[src/rtl/alu_decode_stage.sv]
// RV32I integer decode/issue stage feeding the ALU, with registered valid/ready and a 2-entry skid buffer.
// Optional build macro ALU_DEC_ILLEGAL_EN adds an 'illegal' output and squashes malformed OP/OP-IMM encodings.
module alu_decode_stage #(
    parameter int XLEN = 32
) (
    input  logic            clk,
    input  logic            reset,
    input  logic            in_valid,
    output logic            in_ready,
    input  logic [31:0]     instr,
    input  logic [XLEN-1:0] rs1_data,
    input  logic [XLEN-1:0] rs2_data,
    output logic            out_valid,
    input  logic            out_ready,
    output logic [5:0]      op,
    output logic [XLEN-1:0] rv1,
    output logic [XLEN-1:0] rv2,
    output logic [4:0]      rd,
    output logic            we
`ifdef ALU_DEC_ILLEGAL_EN
    ,
    output logic            illegal
`endif
);

    localparam logic [6:0] OPC_OP     = 7'b0110011;
    localparam logic [6:0] OPC_OP_IMM = 7'b0010011;

    typedef enum logic [1:0] {S_EMPTY, S_ONE, S_FULL} state_t;

    typedef struct packed {
        logic [5:0]      op;
        logic [XLEN-1:0] rv1;
        logic [XLEN-1:0] rv2;
        logic [4:0]      rd;
        logic            we;
`ifdef ALU_DEC_ILLEGAL_EN
        logic            illegal;
`endif
    } bundle_t;

    state_t  r_state;
    state_t  w_state_next;
    logic    r_in_ready;
    logic    r_out_valid;
    bundle_t r_main;
    bundle_t r_skid;
    bundle_t w_dec;

    logic       w_accept;
    logic       w_consume;
    logic       w_load_main_dec;
    logic       w_load_main_skid;
    logic       w_load_skid;
    logic [6:0] w_opcode;
    logic [2:0] w_funct3;
    logic [6:0] w_funct7;
    logic       w_is_op;
    logic       w_is_op_imm;
    logic       w_is_shift_imm;
    logic       w_alt;
    logic       w_illegal;
    logic       w_unused_rs1_idx;

    assign w_opcode       = instr[6:0];
    assign w_funct3       = instr[14:12];
    assign w_funct7       = instr[31:25];
    assign w_is_op        = (w_opcode == OPC_OP);
    assign w_is_op_imm    = (w_opcode == OPC_OP_IMM);
    assign w_is_shift_imm = w_is_op_imm && (w_funct3 == 3'b001 || w_funct3 == 3'b101);
    // The rs1 index is consumed by the register file; rs1_data already carries its value.
    assign w_unused_rs1_idx = ^instr[19:15];

    assign w_alt = (w_is_op && (w_funct3 == 3'b000 || w_funct3 == 3'b101) && instr[30]) ||
                   (w_is_op_imm && (w_funct3 == 3'b101) && instr[30]);

`ifdef ALU_DEC_ILLEGAL_EN
    assign w_illegal =
        (w_is_op && !(w_funct7 == 7'b0000000 || w_funct7 == 7'b0100000)) ||
        (w_is_op && (w_funct7 == 7'b0100000) && !(w_funct3 == 3'b000 || w_funct3 == 3'b101)) ||
        (w_is_op_imm && (w_funct3 == 3'b001) && (w_funct7 != 7'b0000000)) ||
        (w_is_op_imm && (w_funct3 == 3'b101) &&
            !(w_funct7 == 7'b0000000 || w_funct7 == 7'b0100000));
`else
    assign w_illegal = 1'b0;
`endif

    always_comb begin
        // NOTE: every field gets a default first so no path through this block can infer a latch.
        w_dec    = '0;
        w_dec.rd = instr[11:7];
        if (w_is_op || w_is_op_imm) begin
            w_dec.op  = {1'b0, w_alt, 1'b1, w_funct3};
            w_dec.rv1 = rs1_data;
            if (w_is_op)
                w_dec.rv2 = rs2_data;
            else if (w_is_shift_imm)
                w_dec.rv2 = {{(XLEN-5){1'b0}}, instr[24:20]};
            else
                w_dec.rv2 = {{(XLEN-12){instr[31]}}, instr[31:20]};
            w_dec.we = (instr[11:7] != 5'd0);
        end
`ifdef ALU_DEC_ILLEGAL_EN
        w_dec.illegal = w_illegal;
        if (w_illegal) begin
            w_dec.op = 6'd0;
            w_dec.we = 1'b0;
        end
`endif
    end

    assign w_accept  = in_valid && r_in_ready;
    assign w_consume = r_out_valid && out_ready;

    always_comb begin
        w_state_next     = r_state;
        w_load_main_dec  = 1'b0;
        w_load_main_skid = 1'b0;
        w_load_skid      = 1'b0;
        case (r_state)
            S_EMPTY: begin
                if (w_accept) begin
                    w_load_main_dec = 1'b1;
                    w_state_next    = S_ONE;
                end
            end
            S_ONE: begin
                if (w_accept && w_consume) begin
                    w_load_main_dec = 1'b1;
                end else if (w_accept) begin
                    w_load_skid  = 1'b1;
                    w_state_next = S_FULL;
                end else if (w_consume) begin
                    w_state_next = S_EMPTY;
                end
            end
            S_FULL: begin
                if (w_consume) begin
                    w_load_main_skid = 1'b1;
                    w_state_next     = S_ONE;
                end
            end
            default: w_state_next = S_EMPTY;
        endcase
    end

    always_ff @(posedge clk) begin
        // NOTE: the bundle registers are reset too, because the outputs must read zero out of reset.
        if (reset) begin
            r_state     <= S_EMPTY;
            r_in_ready  <= 1'b1;
            r_out_valid <= 1'b0;
            r_main      <= '0;
            r_skid      <= '0;
        end else begin
            // NOTE: non-blocking assignments so every register samples pre-edge values.
            r_state     <= w_state_next;
            r_in_ready  <= (w_state_next != S_FULL);
            r_out_valid <= (w_state_next != S_EMPTY);
            if (w_load_main_dec)
                r_main <= w_dec;
            else if (w_load_main_skid)
                r_main <= r_skid;
            if (w_load_skid)
                r_skid <= w_dec;
        end
    end

    assign in_ready  = r_in_ready;
    assign out_valid = r_out_valid;
    assign op        = r_main.op;
    assign rv1       = r_main.rv1;
    assign rv2       = r_main.rv2;
    assign rd        = r_main.rd;
    assign we        = r_main.we;
`ifdef ALU_DEC_ILLEGAL_EN
    assign illegal   = r_main.illegal;
`endif

endmodule
[config.mk]
export PLATFORM = sky130hd
export DESIGN_NAME = alu_decode_stage
export DESIGN_NICKNAME = d
export VERILOG_FILES = /design/src/rtl/alu_decode_stage.sv
export SDC_FILE = /design/constraint.sdc
export NUM_CORES = 1
export LEC_CHECK = 0
export BUFFER_PORTS_ARGS = -buffer_cell sky130_fd_sc_hd__buf_2
export CAP_MARGIN = 20
export CORE_ASPECT_RATIO = 1.2
export CORE_UTILIZATION = 45
export CTS_CLUSTER_SIZE = 14
export DETAILED_ROUTE_END_ITERATION = 8
export HOLD_SLACK_MARGIN = 0.15
export PLACE_DENSITY = 0.73
export SYNTH_ARGS = -nofsm -noshare
export SYNTH_HDL_FRONTEND = slang
export SYNTH_SLANG_ARGS = --single-unit
export TNS_END_PERCENT = 10
[constraint.sdc]
create_clock -name clk -period 1.8 [get_ports clk]
set_input_delay 0.18 -clock clk [delete_from_list [all_inputs] [get_ports clk]]
set_output_delay 0.18 -clock clk [all_outputs]
set_load 0.01 [all_outputs]
Word level (Yosys, flattened, before mapping)
Index checks and enable logic that the tools add are counted.
{ "totals": {"reg_bits": 156, "memories": 0, "wordCells": 56, "ram_bits": 0, "mem_bits_ro": 0, "inputBits": 100, "latchBits": 0} }
{ "op_classes": {"eq_ne": 7, "shifts": 0, "n_mul": 0, "order_cmp": 0, "reduce_logical": 17, "div_mod_pow": 0, "addsub": 0, "n_mux": 19, "bitwise": 0} }
{ "ops": {"columns": ["operator", "count"], "rows": [
  ["76-bit two-way mux", 2],
  ["69-bit two-way mux", 1],
  ["32-bit two-way mux", 2],
  ["2-bit two-way mux", 5],
  ["1-bit logical AND", 8],
  ["7-bit by 5-bit equality test with 1-bit output (second input constant)", 1],
  ["7-bit by 6-bit equality test with 1-bit output (second input constant)", 1],
  ["1-bit two-way mux", 7],
  ["2-bit case mux with 3 select lines", 1],
  ["5-bit nonzero test", 1],
  ["1-bit logical OR", 4],
  ["2-bit nonzero test", 2],
  ["3-bit by 1-bit equality test with 1-bit output (second input constant)", 1],
  ["3-bit equality test (second input constant)", 1],
  ["3-bit logical NOT", 1],
  ["2-bit by 1-bit equality test with 1-bit output (second input constant)", 1],
  ["2-bit equality test (second input constant)", 1],
  ["2-bit logical NOT", 1],
  ["2-bit != test (second input constant)", 1],
  ["1-bit case mux with 2 select lines", 1]
]} }

Depth between registers and ports, before layout
{ "logic_depth": {"word_depth": 7, "mapped_depth": 7, "mapped_depth_nobuf": 4} }

Least setup slack after synthesis
OpenSTA, ideal clock, no wires.
{ "synth_path": {"kind": "flip-flop to flip-flop", "start": "register r_in_ready (netlist: in_ready)", "end": "register r_skid[74] (netlist bit)", "n_path_buf": 0, "path_slack_ns": 0.363, "arrival_ns": 1.366, "period_less_slack_ns": 1.437, "path_stages_with_launch": 5, "cell_sequence": "dfxtp_1 > and3b_2 > nand2_2 > or4_1 > a21oi_1"} }
{ "synth_between": {"elab_chain_len": 4, "elab_cells_between_ends": 5} }
{ "synth_lines": {"columns": ["element", "line", "source"], "rows": [
  ["start: declaration", "44", "logic r_in_ready;"],
  ["start signal: assignment", "158", "r_in_ready <= (w_state_next != S_FULL);"],
  ["1-bit logical AND (*)", "112", "assign w_accept = in_valid && r_in_ready;"],
  ["1-bit two-way mux / 1-bit logical AND (equally long branches)", "130, 128", null],
  ["1-bit two-way mux (*)", "128", "if (w_accept && w_consume) begin"],
  ["1-bit two-way mux (*)", "120", "case (r_state)"],
  ["end signal: assignment", "165", "r_skid <= w_dec;"],
  ["end: declaration", "47", "bundle_t r_skid;"]
]} }
Mark *: on every way between the ends. The rest lies on a longest branch, timed or not.
A chain may end at the register's enable or synchronous reset.

Worst setup path after layout
{ "layout_path": {"start": "register r_state[1]", "end": "register r_main, in the netlist op[2]"} }
{ "layout_between": {"elab_chain_len": 3, "elab_cells_between_ends": 7} }
{ "layout_lines": {"columns": ["element", "line", "source"], "rows": [
  ["start: declaration", "42", "state_t r_state;"],
  ["start signal: assignment", "157", "r_state <= w_state_next;"],
  ["2-bit by 1-bit equality test with 1-bit output (tied with other cells)", "120", null],
  ["1-bit case mux with 2 select lines / 1-bit two-way mux (equally long branches)", "120", null],
  ["76-bit two-way mux / 2-bit nonzero test (equally long branches)", null, null],
  ["end signal: assignment", "161", "r_main <= w_dec;"],
  ["end signal: assignment", "163", "r_main <= r_skid;"],
  ["end: declaration", "46", "bundle_t r_main;"]
]} }
Parallel ways exist; a longest one is shown, timed or not.

==> impl_results.md <==
* First-pass GRT wire length at 29600 um
* Core Region at 13800 um2
* CP Data Arrival Time at 1.88 ns
* Initial antenna violation count at 0
* HP Start: reset
* Synth Flop Type: dfxtp_1
* Fillers at 1235
* Yosys reg bits at roughly 150
* Status: finished, final reports clean
* Setup Skew at 0.00794 ns
* Post-DP Area at 7440 um2
* Post-synthesis average cell area at approximately 8.4 um2
* Area of the multi-input gates at 2940 um2
* Final Cell Area at 8460 um2
* CTS clock-pin slew for the worst setup and hold paths at 0.06 ns
* Die area at 14700 um2
* Reg2reg start: r_state[1]
* Leakage at around 0.0032 uW
* Share of cells above drive strength 1 at 25.5%
* CP max stage cell: dfxtp_1
* Final wirelength at 18100 um
* Setup Buffers After CTS at 0
* Top Ports at between 150 and 200
* Root Driver: clkbuf_16
* Vias at 6374
* Inst Count DP at between 1000 and 1500
* Crit path max fanout at 38
* Sequential share of the synthesized area at between 40% and 50%
* Vias per cell at 5.63
* Worst Hold Depth at 2
* Pwr dens at 953 nW/um2
* Cells on worst reg2reg path at 5
* Max incr delay on CP at 0.37 ns
* First-pass iteration count of the detailed router at 5
* Gpl congestion at 0.799
* FP Rows at 47
* Buffers on Ports at between 150 and 200
* Global route overflow at 0
* CTS tree: yes
* Worst path buffer plus inverter count at 1
* Max clock buf depth at 2
* Max Fclk at 0.630 GHz
* ANT cells at 0
* Largest delay contributor family on the critical path: simple AND/OR/NAND/NOR gates
* Distinct cells, synth at 40
* WHS Endpoint: rv1[0]
* HPWL after detailed placement at 11200 um
* Cell Area, Synth at 6390 um2
* Crit path launch type: flip-flop
* Reg area at about 3100 um2
* Crit end category: flip-flop
* Setup tns final at 0 ns
* Avg WL per Cell at 16.0 um
* Total CTS buffers at 17
* Area growth, synth to finish at 32.5%
* Cell count after synthesis at 765
* Largest net degree at the start of global routing at 47
* WP data required at 2.09 ns
* Final Hold Fails at 0
* H-tree lvl count at 4
* YS warnings at 0
* Max Cap Viol at 0
* Vias in the first global route at 6129
* Clk Latency, worst-skew pair at 0.42 ns
* Final max-slew violation count at 0
* Hold Crit Class: input port to flip-flop
* Most common cell after layout, fill and taps aside: buf_2
* NumNets Final at 1049
* Post-cts gate resize count at 0
* Period utilisation layout at 88.2%
* Crit path from: r_state[1]
* Setup Viol. Count Final at 0
* RSZ-0062 raised after global routing: false
* 1st-iter DRT viols at 471
* Minimum clock period after layout at 1.59 ns
* CP cell instances: nand3b_1 > nor2_4 > buf_12 > a2bb2oi_1 > o21ai_0
* Total GRT Usage at 24.7%
* Most frequent cells in the layout: buf_2, nand2_1, dfxtp_1, a21oi_1, dlygate4sd3_1
* Initial core utilization at a little under half
* Layout Utilization at 61.2%
* Post-synth net total at 865
* Post-route ant nets at 0
* FF-to-FF End: op[2]
* Die width at about 110 um
* Layout Cells excl Fill at about 1100
* Critical path class: flip-flop to flip-flop
* Number of synthesized flops with an enable pin at 0
* TritonCTS sink count at approximately 150
* # DRC at 0
* FF-to-FF setup slack at 0.21 ns
* Ys async rst share at 0%
* Max VDD drop at 0.742 mV
* Die Y at 133 um
-- flip-flops by register name, indices dropped and copies added, names as in the netlist --
register   flops
out_valid      1
we             1
rv2           32
rd             5
rv1           32
r_skid        75
in_ready       1
r_state        2
op             5
-- worst max-delay path by stage --
stage	endpoint	depth (start not counted)	slack [ns]
global route	r_skid[54]	5	0.12
detailed placement	rv1[18]	6	0.03
floorplan	r_skid[74]	4	0.36
finish	op[2]	5	0.21
global placement	rv1[18]	6	0.18
CTS	op[2]	5	0.19
-- cell families (layout without fill, tap and decap cells) --
logic type	Yosys count	count (layout)	synth area share [%]
compound gates	277	277	27.3
simple gates	246	246	17.2
flops	154	154	48.3
buf+inv	81	278	6.07
mux	6	6	1.04
other cells	1	1	0.0587
-- what timing repair did --
item / 4_1_cts / 5_1_grt
hold buffers: 42 / 0
setup endpoints to repair: 0 / 0
hold endpoints to repair: 84 / 0
-- power breakdown --
part	switching, uW	total (uW)	internal, uW
registers	39.1	3500	3460
clock network	1410	3600	2190
logic	593	968	375
total	2040	8070	6020
-- per-stage QoR --
stage | power (uW) | hold slack (ns) | worst slack (ns)
2_1_floorplan | 4080 | 0.304 | 0.363
3_3_place_gp | 4460 | 0.436 | 0.175
3_5_place_dp | 4470 | 0.440 | 0.0330
4_1_cts | 8130 | 0.153 | 0.187
5_1_grt | 8360 | 0.164 | 0.116
6_report | 8070 | 0.162 | 0.213
-- worst register-to-register path, stage by stage (launching register included) --
cell       delay (ns)
dfxtp_1          0.37
nand3b_1         0.31
nor2_4           0.21
buf_12           0.23
a2bb2oi_1        0.22
o21ai_0          0.11
-- cells in the mapped netlist (3+ instances only) --
cell type	instances	area (um2)
mux2_2	5	56.3
nor2_1	3	11.3
a21oi_1	121	606
buf_2	19	95.1
dfxtp_1	154	3080
o21ai_0	31	155
buf_4	16	120
nand3_1	41	205
nand4_1	3	18.8
nand2b_1	7	43.8
nand2_1	160	601
o211ai_1	16	120
o221ai_1	6	52.6
and2_1	15	93.8
clkbuf_1	41	154
o32ai_1	3	26.3
a32oi_1	41	359
a2bb2oi_1	3	26.3
inv_1	5	18.8
o22ai_1	27	169
a22oi_1	25	188
-- cell type report --
| class | instances | share of cell area (%) |
|---|---|---|
| sequential | 154 | 36.4 |
| multi-input combinational | 530 | 34.8 |
| timing repair buffer | 241 | 18.9 |
| clock buffer | 22 | 5.72 |
| tap | 171 | 2.53 |
| clock inverter | 10 | 1.38 |
| inverter | 5 | 0.222 |
-- metal layers --
layer	up-vias	global-route usage [%]	wire length [um]
met5	-	0	0
met4	0	10.4	420
met3	33	5.82	1010
met2	238	41.3	8620
met1	2972	30.3	8070
li1	3131	-	-
No activity file was read; power rests on OpenSTA's default activity.
